--- src/rtl/core_pkg.sv ---
// Shared types for the MEM-stage data-memory sequencer.
package core_pkg;

  typedef enum logic [1:0] {
    IDLE = 2'd0,
    REQ  = 2'd1,
    RESP = 2'd2,
    DONE = 2'd3
  } dmem_st_e;

  localparam logic [1:0] FLT_NONE     = 2'd0;
  localparam logic [1:0] FLT_MISALIGN = 2'd1;
  localparam logic [1:0] FLT_BUSERR   = 2'd2;
  localparam logic [1:0] FLT_TIMEOUT  = 2'd3;

endpackage

--- src/rtl/dmem_access_ctrl_if.sv ---
// Data-memory bus: one valid/ready request channel plus a response strobe.
interface dmem_access_ctrl_if;

  logic        req_valid_o;
  logic        req_ready_i;
  logic        req_we_o;
  logic [31:0] req_addr_o;
  logic [31:0] req_wdata_o;
  logic [3:0]  req_be_o;
  logic        rsp_valid_i;
  logic [31:0] rsp_rdata_i;
  logic        rsp_err_i;

  modport master (
    output req_valid_o, req_we_o, req_addr_o, req_wdata_o, req_be_o,
    input  req_ready_i, rsp_valid_i, rsp_rdata_i, rsp_err_i
  );

  modport slave (
    input  req_valid_o, req_we_o, req_addr_o, req_wdata_o, req_be_o,
    output req_ready_i, rsp_valid_i, rsp_rdata_i, rsp_err_i
  );

endinterface

--- src/rtl/be_align_chk.sv ---
// Legality check of a pre-shifted byte-lane mask against the address offset.
module be_align_chk (
  input  logic [3:0] byte_en_i,
  input  logic       addr1_i,
  output logic       misalign_o
);

  // Single bytes and full words are always legal; halfwords must sit on the half named by addr[1].
  always_comb begin
    misalign_o = 1'b1;
    case (byte_en_i)
      4'b0001, 4'b0010, 4'b0100, 4'b1000, 4'b1111: misalign_o = 1'b0;
      4'b0011: misalign_o = addr1_i;
      4'b1100: misalign_o = ~addr1_i;
      default: misalign_o = 1'b1;
    endcase
  end

endmodule

--- src/rtl/dmem_access_ctrl.sv ---
// MEM-stage sequencer: turns one EX/MEM load/store into one bus request + response,
// stalling the pipeline until the access completes.
//
// state | meaning
// IDLE  | no access in flight; a new access is decoded here
// REQ   | req_valid_o asserted, waiting for req_ready_i
// RESP  | request accepted, waiting for rsp_valid_i
// DONE  | one-cycle completion, status reported, stall released
module dmem_access_ctrl
  import core_pkg::*;
#(
  parameter int TIMEOUT_CYC = 64,
  parameter int TO_W        = 7
) (
  input  logic                      clk,
  input  logic                      rst_n,
  input  logic                      mem_read_i,
  input  logic                      mem_write_i,
  input  logic [31:0]               addr_i,
  input  logic [31:0]               wdata_i,
  input  logic [3:0]                byte_en_i,
  dmem_access_ctrl_if.master        bus,
  output logic                      stall_mem_o,
  output logic [31:0]               ld_data_o,
  output logic                      done_o,
  output logic                      fault_o,
  output logic [1:0]                fault_code_o
);

  localparam bit              TO_EN   = (TIMEOUT_CYC > 0);
  localparam logic [TO_W-1:0] TO_LAST = TO_EN ? TO_W'(TIMEOUT_CYC - 1) : '0;

  dmem_st_e        state_q, state_d;
  logic [TO_W-1:0] to_cnt_q, to_cnt_d;
  logic [31:0]     ld_data_q, ld_data_d;
  logic [1:0]      flt_q, flt_d;
  logic            acc;
  logic            misalign;
  logic            to_hit;
  logic            unused_addr0;

  be_align_chk u_be_chk (
    .byte_en_i  (byte_en_i),
    .addr1_i    (addr_i[1]),
    .misalign_o (misalign)
  );

  assign acc          = mem_read_i | mem_write_i;
  assign unused_addr0 = addr_i[0];
  // Counter holds the number of REQ/RESP cycles already spent, so the last allowed cycle aborts.
  assign to_hit       = TO_EN && (to_cnt_q == TO_LAST);
  assign ld_data_o    = ld_data_q;

  // State, timeout counter, load data and captured fault status.
  always_ff @(posedge clk) begin
    if (!rst_n) begin
      state_q   <= IDLE;
      to_cnt_q  <= '0;
      ld_data_q <= '0;
      flt_q     <= FLT_NONE;
    end else begin
      state_q   <= state_d;
      to_cnt_q  <= to_cnt_d;
      ld_data_q <= ld_data_d;
      flt_q     <= flt_d;
    end
  end

  // Next-state and output decode; a simultaneous read+write is handled as a store.
  always_comb begin
    state_d          = state_q;
    to_cnt_d         = to_cnt_q;
    ld_data_d        = ld_data_q;
    flt_d            = flt_q;
    stall_mem_o      = 1'b0;
    done_o           = 1'b0;
    fault_o          = 1'b0;
    fault_code_o     = FLT_NONE;
    bus.req_valid_o  = 1'b0;
    bus.req_we_o     = 1'b0;
    bus.req_addr_o   = '0;
    bus.req_wdata_o  = '0;
    bus.req_be_o     = '0;
    case (state_q)
      IDLE: begin
        if (acc) begin
          stall_mem_o = 1'b1;
          if (misalign) begin
            state_d = DONE;
            flt_d   = FLT_MISALIGN;
          end else begin
            state_d  = REQ;
            to_cnt_d = '0;
            flt_d    = FLT_NONE;
          end
        end
      end
      REQ: begin
        stall_mem_o     = 1'b1;
        bus.req_valid_o = 1'b1;
        bus.req_we_o    = mem_write_i;
        bus.req_addr_o  = {addr_i[31:2], 2'b00};
        bus.req_wdata_o = wdata_i;
        bus.req_be_o    = byte_en_i;
        to_cnt_d        = to_cnt_q + 1'b1;
        if (to_hit) begin
          state_d = DONE;
          flt_d   = FLT_TIMEOUT;
        end else if (bus.req_ready_i) begin
          state_d = RESP;
        end
      end
      RESP: begin
        stall_mem_o = 1'b1;
        to_cnt_d    = to_cnt_q + 1'b1;
        if (bus.rsp_valid_i) begin
          if (!mem_write_i) ld_data_d = bus.rsp_rdata_i;
          flt_d   = bus.rsp_err_i ? FLT_BUSERR : FLT_NONE;
          state_d = DONE;
        end else if (to_hit) begin
          flt_d   = FLT_TIMEOUT;
          state_d = DONE;
        end
      end
      DONE: begin
        done_o       = 1'b1;
        fault_o      = (flt_q != FLT_NONE);
        fault_code_o = flt_q;
        state_d      = IDLE;
      end
      default: state_d = IDLE;
    endcase
  end

endmodule

--- src/flat_wrapper.sv ---
// flat-port wrapper written by rule: the top's interface ports become plain ports
module dmem_access_ctrl_flat import core_pkg::*;
#(
  parameter int TIMEOUT_CYC = 64,
  parameter int TO_W        = 7
)
  (clk, rst_n, mem_read_i, mem_write_i, addr_i, wdata_i, byte_en_i, stall_mem_o, ld_data_o, done_o, fault_o, fault_code_o, bus_req_valid_o, bus_req_we_o, bus_req_addr_o, bus_req_wdata_o, bus_req_be_o, bus_req_ready_i, bus_rsp_valid_i, bus_rsp_rdata_i, bus_rsp_err_i);
  dmem_access_ctrl_if bus_i ();
  input  logic clk;
  input  logic rst_n;
  input  logic mem_read_i;
  input  logic mem_write_i;
  input  logic [31:0] addr_i;
  input  logic [31:0] wdata_i;
  input  logic [3:0] byte_en_i;
  output logic stall_mem_o;
  output logic [31:0] ld_data_o;
  output logic done_o;
  output logic fault_o;
  output logic [1:0] fault_code_o;
  output wire logic [$bits(bus_i.req_valid_o)-1:0] bus_req_valid_o;
  output wire logic [$bits(bus_i.req_we_o)-1:0] bus_req_we_o;
  output wire logic [$bits(bus_i.req_addr_o)-1:0] bus_req_addr_o;
  output wire logic [$bits(bus_i.req_wdata_o)-1:0] bus_req_wdata_o;
  output wire logic [$bits(bus_i.req_be_o)-1:0] bus_req_be_o;
  input wire logic [$bits(bus_i.req_ready_i)-1:0] bus_req_ready_i;
  input wire logic [$bits(bus_i.rsp_valid_i)-1:0] bus_rsp_valid_i;
  input wire logic [$bits(bus_i.rsp_rdata_i)-1:0] bus_rsp_rdata_i;
  input wire logic [$bits(bus_i.rsp_err_i)-1:0] bus_rsp_err_i;
  assign bus_req_valid_o = bus_i.req_valid_o;
  assign bus_req_we_o = bus_i.req_we_o;
  assign bus_req_addr_o = bus_i.req_addr_o;
  assign bus_req_wdata_o = bus_i.req_wdata_o;
  assign bus_req_be_o = bus_i.req_be_o;
  assign bus_i.req_ready_i = bus_req_ready_i;
  assign bus_i.rsp_valid_i = bus_rsp_valid_i;
  assign bus_i.rsp_rdata_i = bus_rsp_rdata_i;
  assign bus_i.rsp_err_i = bus_rsp_err_i;
  dmem_access_ctrl #(.TIMEOUT_CYC(TIMEOUT_CYC), .TO_W(TO_W)) u_core (.clk(clk), .rst_n(rst_n), .mem_read_i(mem_read_i), .mem_write_i(mem_write_i), .addr_i(addr_i), .wdata_i(wdata_i), .byte_en_i(byte_en_i), .bus(bus_i), .stall_mem_o(stall_mem_o), .ld_data_o(ld_data_o), .done_o(done_o), .fault_o(fault_o), .fault_code_o(fault_code_o));
endmodule
--- config.mk ---
export PLATFORM = sky130hd
export DESIGN_NAME = dmem_access_ctrl_flat
export DESIGN_NICKNAME = d
export VERILOG_FILES = /design/src/rtl/core_pkg.sv /design/src/rtl/dmem_access_ctrl_if.sv /design/src/rtl/be_align_chk.sv /design/src/rtl/dmem_access_ctrl.sv /design/src/flat_wrapper.sv
export SDC_FILE = /design/constraint.sdc
export NUM_CORES = 1
export LEC_CHECK = 0
export CORE_ASPECT_RATIO = 1.75
export CORE_MARGIN = 2
export CORE_UTILIZATION = 34
export DETAILED_ROUTE_END_ITERATION = 12
export PLACE_DENSITY = 0.87
export SLEW_MARGIN = 20
export SYNTH_ARGS = -nofsm -noshare
export SYNTH_HDL_FRONTEND = slang
export SYNTH_SLANG_ARGS = --single-unit
--- constraint.sdc ---
create_clock -name clk -period 4.6 [get_ports clk]
set_clock_uncertainty 0.15 [all_clocks]
set_input_delay 0.69 -clock clk [delete_from_list [all_inputs] [get_ports clk]]
set_output_delay 0.69 -clock clk [all_outputs]
set_load 0.005 [all_outputs]
## After elaboration in Yosys (flattened, before gate mapping)

Cells that the tools add are included.
W data, S select, Z words.

| word-level totals | value |
|---|---|
| logic and storage cells | 60 |
| bits of input ports | 107 |
| register bits after elaboration | 43 |
| output and inout port bits | 107 |

| cells by class | value |
|---|---|
| reduce and logical (&&, ||, !) cells | 10 |
| bitwise gates (word level) | 3 |
| muxes and demuxes | 27 |
| eq/ne operators | 15 |
| add/sub/neg operators | 1 |

Operator list:

| cell | number |
|---|---|
| $mux W32 | 2 |
| $mux W2 | 11 |
| $mux W7 | 2 |
| $pmux W7 S2 | 1 |
| $eq A4 B4 Y1 const B | 3 |
| $reduce_and A3 Y1 | 3 |
| $eq A4 B2 Y1 const B | 2 |
| $pmux W2 S4 | 1 |
| $add A7 B1 Y7 const B | 1 |
| $eq A7 B6 Y1 const B | 1 |
| $mux W1 | 6 |
| $ne A3 B2 Y1 const B | 2 |
| $pmux W2 S3 | 1 |
| $reduce_or A5 Y1 | 1 |
| $eq A2 B2 Y1 const B | 2 |
| $eq A4 B1 Y1 const B | 1 |
| $eq A4 B3 Y1 const B | 1 |
| $mux W4 | 1 |
| $reduce_bool A2 Y1 | 2 |
| $pmux W1 S3 | 1 |
| $reduce_bool A3 Y1 | 1 |
| $eq A2 B1 Y1 const B | 1 |
| $logic_not A2 Y1 | 1 |
| $ne A2 B1 Y1 const B | 1 |
| other kinds (6) | 7 |

## Depth between registers and ports, before layout

| depth | value |
|---|---|
| depth after elaboration | 6 |
| gate-level depth with buffers | 8 |

## Hierarchy

Synthesis repeated with hierarchy kept, for this count alone.

| second synthesis, totals | value |
|---|---|
| cells, all modules | 318 |
| area, all modules | 2344.7 sq um |

Modules (own cells, without submodules):

| module | times used | sequential area each (sq um) | area an instance (sq um) | cells each |
|---|---|---|---|---|
| dmem_access_ctrl | 1 | 860.8 | 2288.4 | 309 |
| be_align_chk | 1 | 0.0 | 56.3 | 9 |

## Worst setup path after synthesis

Ideal clock, no wire load.

| timing path | value |
|---|---|
| path kind | register to output |
| start point | register u_core.state_q[1] |
| end point | output port bus_req_be_o[2] |
| setup slack | 2.474 ns |
| arrival | 1.286 ns |
| cell stages (with the launch flop) | 6 |
| cell sequence | dfxtp_1 inv_1 ha_1 clkbuf_1 clkbuf_1 and2_2 |

| between the ends | value |
|---|---|
| word-level cells in the longest chain between the ends | 2 |

RTL lines:

| element | line | source |
|---|---|---|
| start: declaration | dmem_access_ctrl.sv:33 | `dmem_st_e state_q, state_d;` |
| start signal: assignment | dmem_access_ctrl.sv:62 | `state_q <= state_d;` |
| $eq A2 B1 Y1 | dmem_access_ctrl.sv:84 | `case (state_q)` |
| $mux W4 | dmem_access_ctrl.sv:84 |  |
| end: declaration | flat_wrapper.sv:25 | `output wire logic [$bits(bus_i.req_be_o)-1:0] bus_req_be_o;` |

No other way between the ends.

## Final worst setup path

| timing path | value |
|---|---|
| start point | register u_core.state_q[1] |
| end point | output port bus_req_addr_o[26] |

| between the ends | value |
|---|---|
| word-level cells in the longest chain between the ends | 2 |

RTL lines:

| element | line | source |
|---|---|---|
| $eq A2 B1 Y1 | dmem_access_ctrl.sv:84 |  |
| $mux W32 | dmem_access_ctrl.sv:84 |  |
| end: declaration | flat_wrapper.sv:23 | `output wire logic [$bits(bus_i.req_addr_o)-1:0] bus_req_addr_o;` |

No other way between the ends.

==> flow_metrics.tcl <==
set metrics [dict create \
    setup_slack_ps 1320 \
    rows 40 \
    grt_pass1_wl_um 13900 \
    dieWidth_um 67.3 \
    ctsResizeCount 0 \
    slew-limit-headroom_pct 51.1 \
    drtAntennaViolNets 0 \
    cts.reportedPaths.clkPinSlew_ps 60 \
    fin_crit_sh_pct 71.3 \
    insertedDiodeCount 0 \
    routed_wl_um 9260 \
    hold_class "flip-flop to flip-flop" \
    drc 0 \
    hold_buffers 0 \
    dp_hpwl_um 7650 \
    seq_area_frac_synth_pct 36.1 \
    via_per_inst 4.85 \
    cts_tree "yes" \
    die_h_um 115 \
    fillers 587 \
    arrival_ps 2440 \
    layout-drive-gt1-share_pct 3.07 \
    total_power_mw 1.62 \
    grt_util_all_layers_pct 23.8 \
    pre_cts_slack_ps 1570 \
    overflow 0 \
    hold_slack_ps 294 \
    final_common_cell "clkdlybuf4s50_1" \
    synth_cells 323 \
    vias 2940 \
    core_area_mm2 0.00681 \
    cts_sinks 43 \
    powerDensity_mw_per_mm2 347 \
    antenna_found_initial 0 \
    setup_tns_ps 0 \
    period_needed_ps 3280 \
    max_freq_mhz 305 \
    h-tree-depth 2 \
    num_io_pins 214 \
    cp-start-kind "flip-flop" \
    rsz0062_at_grt "no" \
    grt_max_degree 46 \
    cts_inserted_buffers 5 \
    ys_ff_latch 43 \
    first_pass_iters 4 \
    critPathCaptureType "primary output" \
    synth_warnings 0 \
    finalNetCount 636 \
    synthTopCellsByArea "dfxtp_1 (36%), and2_1 (18%), nand2_1 (11%)" \
    outcome "completed" \
    clk_latency_ps 280 \
    start_util_pct 35.0 \
    synth_top_area_share_pct 36.1 \
    synth_cell_types 38 \
    post-cts-setup-buffers 0 \
    hold_violations 0 \
    p_leak_nw 1.71 \
    synthToLayoutAreaGrowth_pct 95.5 \
    cts.path.max_buffers 2 \
    synth.avg_cell_area_um2 7.38 \
    maxCapViolations 0 \
    root_buffer "clkbuf_16" \
    port_buffers 210 \
    critical_path_required_ps 3760 \
    place_congestion 0.859 \
    grt_pass1_vias 2841 \
    synth_area_mm2 0.00238 \
    slew_viol_final 0 \
    finalSetupViolCount 0 \
    die_area_mm2 0.00772 \
    crit_type "flip-flop to primary output" \
    dr.first_iter.drc_count 98 \
    cp_max_fo 45 \
    synth_top_area_cell "dfxtp_1" \
    ir_drop_mv 0.336 \
    final_cell_mix "clkdlybuf4s50_1 (210), and2_1 (70), nand2_1 (70), dfxtp_1 (43), a21oi_1 (38)" \
    wire_per_inst_um 15.3 \
    tightest_slew_ps 732 \
]
-- Yosys cell counts --
cell type and instances:
nand4_2 1, inv_2 1, nor3b_1 2, o21a_1 2, a31o_2 1, or3_1 5
a21o_1 1, and3_1 1, or2_1 1, dfxtp_1 43, inv_1 7, nor2b_1 1
a221oi_1 1, o21ai_0 11, o32ai_1 1, and2_2 1, clkbuf_1 17, or4b_4 1
nor3_1 3, a21oi_1 38, nand2_1 70, a21boi_1 3, or2_2 2, nor4_1 2
a31oi_1 2, mux2i_1 4, mux2_2 1, or4b_1 1, nor2_1 11, o21ai_4 1
nor4b_1 1, nand3_1 5, nand3b_1 1, conb_1 1, ha_1 6, buf_4 2
and2_1 70, nand4_1 1
-- final cells by class --
cell class	count	area, um2	share of cell area (%)
Tap cell	84	105	2.26
Clock buffer	6	129	2.77
Inverter	8	30.0	0.644
Timing Repair Buffer	211	2110	45.3
Multi-Input combinational cell	254	1430	30.6
Sequential cell	43	861	18.5
-- metal layers --
metal	up-vias	GRT usage, %	wire [um]
li1	1449	-	-
met1	1319	22.9	3110
met2	163	43.3	4740
met3	9	10.6	1280
met4	0	8.30	119
met5	-	0	0
-- power by group --
part,leakage (nW),switching [mW],total [mW],internal (mW)
sequential,0.348,0.0221,0.429,0.407
clock,0.0628,0.133,0.328,0.195
combinational,1.30,0.357,0.860,0.504
total,1.71,0.512,1.62,1.11
-- per-stage QoR --
step | instances | area, um2 | utilization [%]
finish | 606 | 4660 | 68.5
global route | 606 | 4660 | 68.5
CTS | 606 | 4660 | 68.5
detailed placement | 600 | 4530 | 66.6
global placement | 600 | 4530 | 66.5
floorplan | 324 | 2390 | -
-- flip-flops by register name (all words and copies together) (netlist names) --
signal / count
u_core.ld_data_o: 32
u_core.to_cnt_q: 7
u_core.flt_q: 2
u_core.state_q: 2
-- critical path: stages, from the launching register on --
cell and delay, ps:
dfxtp_1 350, inv_1 110, ha_1 570, buf_4 410, and2_1 170, clkdlybuf4s50_1 530
-- cell families (layout without fill, tap and decap cells) --
kind of cell / after synthesis / in the layout / synth area share, %
muxes: 5 / 5 / 2.15
adders and majority gates: 6 / 6 / 3.15
and+or+nand+nor: 180 / 180 / 39.4
buffers and inverters: 27 / 225 / 4.57
DFF: 43 / 43 / 36.1
other: 1 / 2 / 0.157
AOI/OAI and AO/OA: 61 / 61 / 14.5
-- worst paths after layout --
path                             end  cells past startpoint              start  slack [ps]
setup reg to reg  u_core.to_cnt_q[0]                      7  u_core.state_q[0]        2430
setup / recovery  bus_req_addr_o[26]                      5  u_core.state_q[1]        1320
hold reg to reg      u_core.flt_q[0]                      2    u_core.flt_q[0]         290
hold / removal       u_core.flt_q[0]                      2    u_core.flt_q[0]         290
Note: power is estimated with default switching activity, not from simulation.
